$ cat config.mk
export PLATFORM = sky130hd
export DESIGN_NAME = cache_controller
export DESIGN_NICKNAME = d
export VERILOG_FILES = /design/src/rtl/cache_pkg.sv /design/src/rtl/mem_watchdog.sv /design/src/rtl/cache_controller.sv
export SDC_FILE = /design/constraint.sdc
export NUM_CORES = 1
export LEC_CHECK = 0
export ABC_AREA = 1
export BUFFER_PORTS_ARGS = -buffer_cell sky130_fd_sc_hd__clkbuf_2
export CAP_MARGIN = 20
export CORE_MARGIN = 3
export CORE_UTILIZATION = 55
export DETAILED_ROUTE_END_ITERATION = 6
export GPL_TIMING_DRIVEN = 0
export PLACE_DENSITY_LB_ADDON = 0.1
export SLEW_MARGIN = 5
export SYNTH_ARGS = -nofsm -noshare
export SYNTH_HDL_FRONTEND = slang
export SYNTH_SLANG_ARGS = --single-unit
$ cat constraint.sdc
create_clock -name clk -period 2.4 [get_ports clk]
set_input_delay 0.12 -clock clk [delete_from_list [all_inputs] [get_ports clk]]
set_output_delay 0.12 -clock clk [all_outputs]
set_load 0.1 [all_outputs]
$ cat src/rtl/cache_pkg.sv
`default_nettype none
// ============================================================================
// cache_pkg : shared datapath command, line status and controller FSM encodings
// Revision  : 1.0
// ============================================================================
package cache_pkg;

    localparam logic [1:0] P_READ  = 2'b00;
    localparam logic [1:0] P_WRITE = 2'b01;
    localparam logic [1:0] B_READ  = 2'b10;
    localparam logic [1:0] B_WRITE = 2'b11;

    // {valid, dirty} line status as reported by the datapath
    localparam logic [1:0] EXCL = 2'b11;
    localparam logic [1:0] SHRD = 2'b10;
    localparam logic [1:0] INVL = 2'b00;

    typedef enum logic [3:0] {
        S_IDLE      = 4'd0,
        S_LOOKUP    = 4'd1,
        S_ARB       = 4'd2,
        S_WB        = 4'd3,
        S_SNOOP     = 4'd4,
        S_FILL      = 4'd5,
        S_FILL_PEER = 4'd6,
        S_WRITE     = 4'd7,
        S_DONE      = 4'd8,
        S_ERR       = 4'd9
    } state_t;

endpackage
`default_nettype wire

$ cat src/rtl/mem_watchdog.sv
`default_nettype none
// ============================================================================
// mem_watchdog : counts bus-transfer cycles without mem_ack, flags expiry
// Revision     : 1.0
// ============================================================================
module mem_watchdog #(
    parameter int MEM_TIMEOUT = 255
) (
    input  logic clk,
    input  logic reset,
    input  logic clear,
    input  logic enable,
    input  logic ack,
    output logic expired
);

    localparam int W = (MEM_TIMEOUT > 1) ? $clog2(MEM_TIMEOUT) : 1;
    localparam logic [W-1:0] LAST = W'(MEM_TIMEOUT - 1);

    logic [W-1:0] count;

    // Expiry fires in the MEM_TIMEOUT-th unacknowledged cycle; an ack that
    // same cycle suppresses it.
    assign expired = enable && !ack && (count == LAST);

    always_ff @(posedge clk or negedge reset) begin
        if (!reset) begin
            count <= '0;
        end else if (clear) begin
            count <= '0;
        end else if (enable && !ack && !expired) begin
            count <= count + W'(1);
        end
    end

endmodule
`default_nettype wire

$ cat src/rtl/cache_controller.sv
`default_nettype none
// ============================================================================
// cache_controller : MSI control FSM sequencing the cache datapath and bus
// Revision         : 1.0
// ============================================================================
module cache_controller
    import cache_pkg::*;
#(
    parameter int SNOOP_LAT   = 1,
    parameter int MEM_TIMEOUT = 255
) (
    input  logic       clk,
    input  logic       reset,
    input  logic       p_req,
    input  logic       p_rw,
    input  logic       read_hit,
    input  logic       write_hit,
    input  logic [1:0] stat,
    input  logic       snoop_hit_in,
    input  logic       bus_gnt,
    input  logic       mem_ack,
    output logic [1:0] func,
    output logic       snoop_out,
    output logic       bus_req,
    output logic       p_ready,
    output logic       p_err,
    output logic       busy
);

    localparam logic [1:0] SNOOP_LAST = 2'(SNOOP_LAT - 1);

    state_t     state, next_state;
    logic       is_store;
    logic       wb_pend;
    logic [1:0] snoop_cnt;
    logic       wd_active;
    logic       wd_expired;
    logic       hit;

    logic [1:0] func_nx;
    logic       snoop_out_nx, bus_req_nx, p_ready_nx, p_err_nx, busy_nx;

    // write_hit implies read_hit, so either marks a tag hit
    assign hit       = read_hit || write_hit;
    assign wd_active = (state == S_WB) || (state == S_FILL);

    mem_watchdog #(
        .MEM_TIMEOUT (MEM_TIMEOUT)
    ) u_mem_watchdog (
        .clk     (clk),
        .reset   (reset),
        .clear   (!wd_active),
        .enable  (wd_active),
        .ack     (mem_ack),
        .expired (wd_expired)
    );

    always_comb begin
        next_state = state;
        case (state)
            S_IDLE:      if (p_req) next_state = S_LOOKUP;
            S_LOOKUP:    if (hit) next_state = is_store ? S_WRITE : S_DONE;
                         else     next_state = S_ARB;
            S_ARB:       if (bus_gnt) next_state = wb_pend ? S_WB : S_SNOOP;
            S_WB:        if (mem_ack)         next_state = S_SNOOP;
                         else if (wd_expired) next_state = S_ERR;
            S_SNOOP:     if (snoop_cnt == SNOOP_LAST)
                             next_state = snoop_hit_in ? S_FILL_PEER : S_FILL;
            S_FILL:      if (mem_ack)         next_state = is_store ? S_WRITE : S_DONE;
                         else if (wd_expired) next_state = S_ERR;
            S_FILL_PEER: next_state = is_store ? S_WRITE : S_DONE;
            S_WRITE:     next_state = S_DONE;
            S_DONE:      next_state = S_IDLE;
            S_ERR:       next_state = S_IDLE;
            default:     next_state = S_IDLE;
        endcase
    end

    // Outputs are decoded from the upcoming state so they register in step with it
    always_comb begin
        func_nx      = P_READ;
        snoop_out_nx = 1'b0;
        bus_req_nx   = 1'b0;
        p_ready_nx   = 1'b0;
        p_err_nx     = 1'b0;
        busy_nx      = (next_state != S_IDLE);
        case (next_state)
            S_ARB:       bus_req_nx = 1'b1;
            S_WB:        begin func_nx = B_WRITE; bus_req_nx = 1'b1; end
            S_SNOOP:     begin snoop_out_nx = 1'b1; bus_req_nx = 1'b1; end
            S_FILL:      begin func_nx = B_READ; bus_req_nx = 1'b1; end
            S_FILL_PEER: begin func_nx = B_READ; bus_req_nx = 1'b1; end
            S_WRITE:     func_nx = P_WRITE;
            S_DONE:      p_ready_nx = 1'b1;
            S_ERR:       p_err_nx = 1'b1;
            default:     ;
        endcase
    end

    always_ff @(posedge clk or negedge reset) begin
        if (!reset) begin
            state     <= S_IDLE;
            is_store  <= 1'b0;
            wb_pend   <= 1'b0;
            snoop_cnt <= 2'd0;
            func      <= P_READ;
            snoop_out <= 1'b0;
            bus_req   <= 1'b0;
            p_ready   <= 1'b0;
            p_err     <= 1'b0;
            busy      <= 1'b0;
        end else begin
            state     <= next_state;
            if (state == S_IDLE && p_req) is_store <= p_rw;
            if (state == S_LOOKUP)        wb_pend  <= (stat == EXCL);
            snoop_cnt <= (state == S_SNOOP) ? snoop_cnt + 2'd1 : 2'd0;
            func      <= func_nx;
            snoop_out <= snoop_out_nx;
            bus_req   <= bus_req_nx;
            p_ready   <= p_ready_nx;
            p_err     <= p_err_nx;
            busy      <= busy_nx;
        end
    end

endmodule
`default_nettype wire

# Yosys cells after proc, flatten, opt, wreduce, memory -nomap -nowiden
# Cells that the tools add are included.
[classes]
n_addsub = 2
mul = 0
div = 0
n_lt_le_gt_ge = 0
n_eq_ne = 18
shifts = 0
n_mux = 19
n_bitwise = 0
n_reduce_logical = 13
[ops]
columns = ["cell", "count"]
rows = [
  ["$eq 4x3->1 const B", 8],
  ["$mux 4", 8],
  ["$pmux 4 s8", 1],
  ["$eq 4x2->1 const B", 4],
  ["$mux 8", 2],
  ["$add 8x1->8 const B", 1],
  ["$eq 4x4->1 const B", 2],
  ["$eq 8x8->1 const B", 1],
  ["$pmux 2 s3", 1],
  ["$reduce_or 5->1", 1],
  ["$eq 4x1->1 const B", 1],
  ["$logic_and 1x1->1", 4],
  ["$logic_not 4->1", 1],
  ["$mux 1", 4],
  ["$mux 2", 2],
  ["$reduce_bool 4->1", 1],
  ["$mux 3", 1],
  ["$add 2x1->2 const B", 1],
  ["$eq 2x2->1 const B", 1],
  ["$logic_not 1->1", 2],
  ["$logic_not 2->1", 1],
  ["$logic_or 1x1->1", 2],
  ["$ne 2x2->1 const B", 1],
  ["$reduce_or 2->1", 1],
]
[word_totals]
reg_bits = 23
latchBits = 0
ramBits = 0
romBits = 0
in_bits = 11
out_inout_bits = 7
wordCells = 63
mem_count = 0

# Longest topological paths before layout
# Gate-level depths: netlist (run 1).
[logic_depth]
depth_word = 10
ltp_mapped = 13
depth_no_buf = 13

# Modules after synthesis
# A second synthesis (run 1) with hierarchy kept.
[unflattened]
cells_unflattened = 215
area_unflattened_um2 = 1596.5
[by_module_without_submodules]
columns = ["module", "n_inst", "cells_each", "area_per_inst_um2", "seq_area_each_um2"]
rows = [
  ["cache_controller", 1, 142, 1071.0, 375.4],
  ["mem_watchdog", 1, 73, 525.5, 200.2],
]

# Worst setup path before layout (run 1)
# OpenSTA, ideal clock, no wires.
[synth_timing]
path_type = "register -> register"
from = "register u_mem_watchdog.count[0]"
to = "register busy"
setup_time_ns = 0.135
t_arrival_ns = 1.278
t_required_ns = 2.265
slack_ns = 0.987
stages_incl_launch_ff = 12
cell_sequence = "dfrtp_1 -> inv_1 -> ha_1 -> nand3_1 -> inv_1 -> nand2_1 -> nand2_1 -> nand2_1 -> nand2_2 -> nand2_4 -> nor2_1 -> nand3_1"
[synth_via]
elab_chain_len = 6
word_cells_on_any_way = 7
classes_between = "eq/ne: 1; mux: 4; reduce/logical: 2"
[synth_rtl]
columns = ["item", "line_no", "source"]
rows = [
  ["start, declared", "mem_watchdog.sv:20", "logic [W-1:0] count;"],
  ["start signal, assigned", "mem_watchdog.sv:32", "count <= count + W'(1);"],
  ["$eq 8x8->1 (*)", "mem_watchdog.sv:24", "assign expired = enable && !ack && (count == LAST);"],
  ["$logic_and 1x1->1 (*)", "mem_watchdog.sv:24", ""],
  ["$mux 4 (*)", "cache_controller.sv:66, cache_controller.sv:70", ""],
  ["$mux 4 (on tied branches)", "cache_controller.sv:69, cache_controller.sv:65", ""],
  ["$pmux 4 s8 (*)", "cache_controller.sv:60", "case (state)"],
  ["named net next_state[1]", "cache_controller.sv:32", "state_t state, next_state;"],
  ["$reduce_bool 4->1 (*)", "cache_controller.sv:86", "busy_nx = (next_state != S_IDLE);"],
  ["named net busy_nx", "cache_controller.sv:41", "logic snoop_out_nx, bus_req_nx, p_ready_nx, p_err_nx, busy_nx;"],
  ["end signal, assigned", "cache_controller.sv:122", "busy <= busy_nx;"],
  ["end, declared", "cache_controller.sv:27", "output logic busy"],
]
# Mark *: on every way through the listed nets, which the timed path passes. The rest lies on a longest branch.
# A chain may end at the register's enable or synchronous reset.

# Worst setup path in the final report (run 1)
[layout_timing]
from = "register state[0]"
to = "register func[1]"
[layout_via]
elab_chain_len = 10
word_cells_on_any_way = 24
classes_between = "eq/ne: 11; mux: 8; reduce/logical: 5"
[layout_rtl]
columns = ["item", "line_no", "source"]
rows = [
  ["start, declared", "cache_controller.sv:32", ""],
  ["start signal, assigned", "cache_controller.sv:113", "state <= next_state;"],
  ["$eq 4x2->1 or $eq 4x3->1 (tied branches)", "cache_controller.sv:45, cache_controller.sv:60", ""],
  ["$logic_or 1x1->1", "cache_controller.sv:45", "assign wd_active = (state == S_WB) || (state == S_FILL);"],
  ["$logic_and 1x1->1 (2 in a row)", "mem_watchdog.sv:24", ""],
  ["$mux 4", "cache_controller.sv:66, cache_controller.sv:70", ""],
  ["$mux 4 (on tied branches)", "cache_controller.sv:69, cache_controller.sv:65", ""],
  ["$pmux 4 s8 (*)", "cache_controller.sv:60", ""],
  ["$eq 4x3->1", "cache_controller.sv:87", "case (next_state)"],
  ["$reduce_or 2->1 (no line)", "n/a", ""],
  ["$pmux 2 s3 (*)", "cache_controller.sv:87", ""],
  ["named net func_nx[1]", "cache_controller.sv:40", "logic [1:0] func_nx;"],
  ["end signal, assigned", "cache_controller.sv:117", "func <= func_nx;"],
  ["end, declared", "cache_controller.sv:22", "output logic [1:0] func,"],
]
# Marked as above.

==> flow_summary.toml, run 1 <==
[die]
fp.dieArea_um2 = 3192
die_w_um = 56.50
fp-row-count = 17
io_pins = 18
die_h_um = 56.50
start_util_pct = 60.50
core-area_um2 = 2318

[worst_setup_path]
cp_slowest_cell = "dfrtp_1"
cpMostUsedCell = "nand2_1"
slowest_delay_ps = 500
startpoint_type = "flip-flop"
critical_path.cell_chain = "inv_2 > nor2_4 > nand2_2 > nand2_4 > nand3_4 > nand2_1 > a21oi_1 > nand3_1 > nand2_1"
crit_path_end_kind = "flip-flop"
crit_required_ps = 2670
critPathMaxFanout = 8
worstSetupPathType = "flip-flop to flip-flop"
critical_path_arrival_ps = 1940

[timing]
period_minus_slack_ps = 1670
finClkSkew_ps = 3.321
period_share_pct = 69.59
tightestPinTransition_ps = 549.2
slew_headroom_pct = 63.39
rsz0062_at_grt = "false"
fin_setup_tns_ps = 0
drv_slew = 0
hold_viol_final = 0
setup_viol = 0
fmax_ghz = 0.5987

[route]
drt_first_iter_violations = 24
wl_met3_um = 128
vias = 1199
drc = 0
drt_pre_antenna_iters = 4
routed_wl_um = 2848
ant_nets = 0
top_layer = "met4"
wl_met2_um = 1487
wl_per_cell_um = 12.12
wl_met1_um = 1173
avgViaCountPerCell = 5.102

[synthesis]
syn-cell-area_um2 = 1403
ys_ff_latch = 23
synth_common_cells = "nand2_1, inv_1, dfrtp_1, nor2_1, nand3_1"
async_flop_share_pct = 100.0
synth_top_cell_by_area = "dfrtp_1"
syn_inst = 185
postSynthAreaPerCell_um2 = 7.582
ys_types = 24
synth_seq_area_share_pct = 41.03
synth_edf_count = 0
synth_most_common_cell = "nand2_1"
synth_nets = 199
synthFlopType = "dfrtp_1"
synthTopCellsByArea = "dfrtp_1, nand2_1, inv_1"
synth_top_area_share_pct = 41.03
yosys_warnings = 0

[clocking]
clk_latency_ps = 320
clock_sinks = 23
cts_hold_buffers = 1
post_cts_resized = 0
clk_pin_slew_worst_paths_ps = 120
clock_path_buffers = 2
cts_tree = "built"
cts_buffers = 3
cts_setup_buffers = 0
clockRootBuffer = "clkbuf_4"
htreeDepth = 1

[cells_and_area]
drive_above_1_share_pct = 24.15
antenna_cells = 0
stdcell_count = 235
syn_to_final_growth_pct = 11.24
nets = 222

[power]
powerDensity_nw_per_um2 = 1236
cellLeakagePower_nw = 0.8301
vdd_ir_drop_max_mv = 0.8962

[global_routing]
grt_pass1_vias = 1211
overflow = 0
grt_max_degree = 24
grt_usage_pct = 20.18
grt_pass1_wl_um = 5043
antenna_found_initial = 0

[placement]
dp_hpwl_um = 2242
portBuffers = 17
place_inst = 230
gp_congestion = 0.8712

[outcome]
status = "complete, no violations"

[flow_run]
drv_cap = 0

[min_path]
hold_class = "input pin to flip-flop"
-- worst paths after layout --
kind                            slack (ps)                    from                                  end  cells past startpoint
worst max-delay path                   730      state[0]$_DFF_PN0_                    func[1]$_DFF_PN0_                      9
worst min-delay path                    50                    p_rw                 is_store$_DFFE_PN0P_                      3
max in group asynchronous             1740                   reset  u_mem_watchdog.count[4]$_DFFE_PN0P_                      2
worst max register to register         730      state[0]$_DFF_PN0_                    func[1]$_DFF_PN0_                      9
min in group asynchronous              300                   reset                    func[0]$_DFF_PN0_                      2
worst min register to register         430  snoop_cnt[0]$_DFF_PN0_               snoop_cnt[0]$_DFF_PN0_                      1
-- layout by cell type, fill, tap and decap left out, drive strengths merged, types with 2 or more instances in the layout --
cell,count
nor3,2
ha,3
o22ai,3
a21oi,6
inv,31
nand4,3
dfrtp,23
clkbuf,20
nand2,51
nor2,31
nand3,15
o211ai,2
o21ai,11
-- cell families (layout without fill, tap and decap cells) --
kind of cell / after synthesis / after routing / share of synthesized area [%]
and+or+nand+nor: 102 / 102 / 37.02
buffers and inverters: 32 / 54 / 9.099
AOI/OAI and AO/OA: 23 / 23 / 8.921
DFF: 23 / 23 / 41.03
adders and majority gates: 3 / 3 / 2.676
xor gates and xnor gates: 2 / 2 / 1.249
-- cell type report --
class	instances	area (um^2)
buffer	1	11.26
clock buffer	3	22.52
clock inverter	1	5.005
fill	209	758.2
inverter	31	116.4
multi-input combinational	130	699.4
sequential	23	575.6
tap	28	35.03
timing repair buffer	18	95.09
-- worst max-delay path: cells and delay by family (launching register included) --
kind / cells / cell delay (ps)
AOI/OAI and AO/OA: 1 / 330
DFF: 1 / 500
and+or+nand+nor: 7 / 610
buffers and inverters: 1 / 180
-- metrics by stage --
step	worst slack (ps)	util, %	power, mW	instance area [um^2]	hold slack, ps
5_1_grt	583.0	67.30	2.089	1560	34.68
6_report	729.8	67.30	1.928	1560	45.19
2_1_floorplan	986.7	-	1.522	1403	-175.6
4_1_cts	745.5	67.30	1.938	1560	34.04
3_5_place_dp	773.3	65.68	1.754	1523	131.1
3_3_place_gp	808.3	65.68	1.717	1523	119.6
-- sequential cells by signal, indices dropped and copies added, names as in the netlist --
| signal | flops |
|---|---|
| func | 2 |
| p_ready | 1 |
| wb_pend | 1 |
| u_mem_watchdog.count | 8 |
| bus_req | 1 |
| snoop_cnt | 2 |
| state | 4 |
| busy | 1 |
| snoop_out | 1 |
| is_store | 1 |
| p_err | 1 |
-- metal layers --
layer | up-vias | global-route usage (%)
met5 | - | 0
met4 | 0 | 8.814
met3 | 7 | 5.057
met2 | 24 | 34.98
met1 | 544 | 23.22
li1 | 624 | -
-- where the power goes --
| group | internal, mW | switching [mW] |
|---|---|---|
| Combinational | 0.312 | 0.866 |
| Clock | 0.0625 | 0.116 |
| Sequential | 0.490 | 0.0814 |
| Total | 0.865 | 1.06 |
Note: power is estimated with default switching activity, not from simulation.
==> inputs of run 2 (changes only) <==
--- a/config.mk
+++ b/config.mk
@@ -9,7 +9,7 @@
 export BUFFER_PORTS_ARGS = -buffer_cell sky130_fd_sc_hd__clkbuf_2
 export CAP_MARGIN = 20
 export CORE_MARGIN = 3
-export CORE_UTILIZATION = 55
+export CORE_UTILIZATION = 51
 export DETAILED_ROUTE_END_ITERATION = 6
 export GPL_TIMING_DRIVEN = 0
 export PLACE_DENSITY_LB_ADDON = 0.1
==> constraint.sdc (replaced) <==
create_clock -name clk -period 1.45 [get_ports clk]
set_input_delay 0.0725 -clock clk [delete_from_list [all_inputs] [get_ports clk]]
set_output_delay 0.0725 -clock clk [all_outputs]
set_load 0.1 [all_outputs]
==> run 2 against run 1 <==
Against the previous run: the run now ends with negative setup slack left; clock power grew 72%; clock skew increased by 8.4 ps; global-route usage fell by 0.73 points; power grew 130%; register-to-register slack lost 820 ps; first-iteration DRC count grew 130%.
==> flow_summary.toml, run 2 (synthesized netlist as in run 1, its figures left out) <==
[die]
die_h_um = 58.44
die_w_um = 58.44
core-area_um2 = 2545
fp.dieArea_um2 = 3415
io_pins = 18
start_util_pct = 55.11
fp-row-count = 18

[clocking]
clock_sinks = 23
clock_path_buffers = 2
clk_latency_ps = 320
cts_tree = "built"
clk_pin_slew_worst_paths_ps = 140
clockRootBuffer = "clkbuf_4"
htreeDepth = 1
cts_buffers = 3

[cells_and_area]
syn_to_final_growth_pct = 44.78
fillers = 162
final_core_util_pct = 79.79
antenna_cells = 0
largest_registers = "u_mem_watchdog.count (8), state (4)"
final_area_um2 = 2031
drive_above_1_share_pct = 53.04
largest_register = "u_mem_watchdog.count"
nets = 245
final_common_cell = "nand2_1"
largest_register_ffs = 8
final_cell_mix = "nand2_1, inv_1, dfrtp_1, nand2_2, clkbuf_2"

[power]
p_total_mw = 4.412
vdd_ir_drop_max_mv = 2.302
powerDensity_nw_per_um2 = 2173
p_int_mw = 2.075
clkPwrFrac_pct = 7.0
swShare_pct = 52.98
power_frac_comb_pct = 70.5
p_seq_share_pct = 22.5
cellLeakagePower_nw = 1.003
power.switching_mw = 2.337

[global_routing]
grt_max_degree = 24
grt_pass1_wl_um = 5230
antenna_found_initial = 0
grt_usage_pct = 19.46
overflow = 0
grt_pass1_vias = 1239

[timing]
rsz0062_at_grt = "true"
layout_setup_ws_ps = -93.00
drv_slew = 0
finClkSkew_ps = 11.74
period_minus_slack_ps = 1543
tightestPinTransition_ps = 547.1
hold_viol_final = 0
fmax_ghz = 0.6481
slew_headroom_pct = 63.52
worst_hold_slack_ps = 6.231
period_share_pct = 106.4
setup_viol = 7

[route]
wl_per_cell_um = 14.07
ant_nets = 0
drt_first_iter_violations = 54
vias = 1379
routed_wl_um = 3658
drc = 0
avgViaCountPerCell = 5.304
drt_pre_antenna_iters = 4

[outcome]
status = "finished, violations left"
violations = "negative setup slack"

[worst_setup_path]
cp_slowest_cell = "dfrtp_2"
crit_required_ps = 1700
r2r_cells = 9
worstSetupPathType = "flip-flop to flip-flop"
startpoint_type = "flip-flop"
critical_path.cell_chain = "inv_4 > buf_6 > o21ai_2 > nand2_1 > nand2_1 > nor2_2 > nand2_4 > buf_6 > nor3_2"
crit_path_end_kind = "flip-flop"
critical_path_arrival_ps = 1790
critPathMaxFanout = 6
slowest_delay_ps = 520

[placement]
place_ws_ps = -155.5
post_dp_cell_area_um2 = 1525
dp_hpwl_um = 2127
gp_congestion = 0.8746
portBuffers = 17

[min_path]
min_path_cells = 3
hold_class = "input pin to flip-flop"

[flow_run]
drv_cap = 0
-- run 2: final cells by class --
class / count / area (um^2) / area share [%]
multi-input cells: 130 / 943.4 / 46.46
flip-flops and latches: 23 / 580.6 / 28.59
repair buffers: 41 / 294.0 / 14.48
inverters: 31 / 133.9 / 6.593
well taps: 30 / 37.54 / 1.848
clock buffers: 3 / 22.52 / 1.109
plain buffers: 1 / 11.26 / 0.5545
clock inverters: 1 / 7.507 / 0.3697
-- run 2: metrics by stage --
step	std cells	setup TNS, ps
2_1_floorplan	185	0
3_3_place_gp	232	-680.3
3_5_place_dp	232	-769.3
4_1_cts	247	-19.12
5_1_grt	260	-1324
6_report	260	-419.8
-- run 2: critical path, delay by kind of cell, from the launching register on --
kind / cells / cell delay [ps]
compound gates: 1 / 40
flops: 1 / 520
buf+inv: 3 / 380
simple gates: 5 / 530
-- run 2: final timing paths --
| path | start | endpoint | slack (ps) |
|---|---|---|---|
| max in group asynchronous | reset | is_store$_DFFE_PN0P_ | 790 |
| worst min-delay path | stat[1] | wb_pend$_DFFE_PN0P_ | 6 |
| min in group asynchronous | reset | busy$_DFF_PN0_ | 250 |
| worst min register to register | u_mem_watchdog.count[4]$_DFFE_PN0P_ | u_mem_watchdog.count[4]$_DFFE_PN0P_ | 520 |
| worst max-delay path | state[0]$_DFF_PN0_ | p_ready$_DFF_PN0_ | -90 |
| worst max register to register | state[0]$_DFF_PN0_ | p_ready$_DFF_PN0_ | -90 |
-- run 2: repair_timing --
action                     4_1_cts  5_1_grt
hold endpoints to repair        23        0
setup endpoints to repair       13       16
gates resized for setup         25       64
cloned                           0        1
hold buffers                     1        0
setup buffers                   10       12
pin swaps                        8       31
-- run 2: power by group through the flow --
stage / Combinational, mW / Sequential [mW] / Clock (mW)
final: 3.11 / 0.994 / 0.307
after global placement: 1.89 / 0.956 / 0
after CTS: 2.21 / 0.966 / 0.307
after floorplan: 1.18 / 1.34 / 0
after global routing: 3.34 / 1.01 / 0.331
after detailed placement: 1.92 / 0.960 / 0
-- run 2: metal layers --
metal	global-route usage, %	wire, um	up-vias	share of wire [%]
li1	-	-	676	-
met1	24.10	1552	666	42
met2	33.49	1946	31	53
met3	3.289	114	6	3.1
met4	7.616	44	0	1.2
met5	0	0	-	0
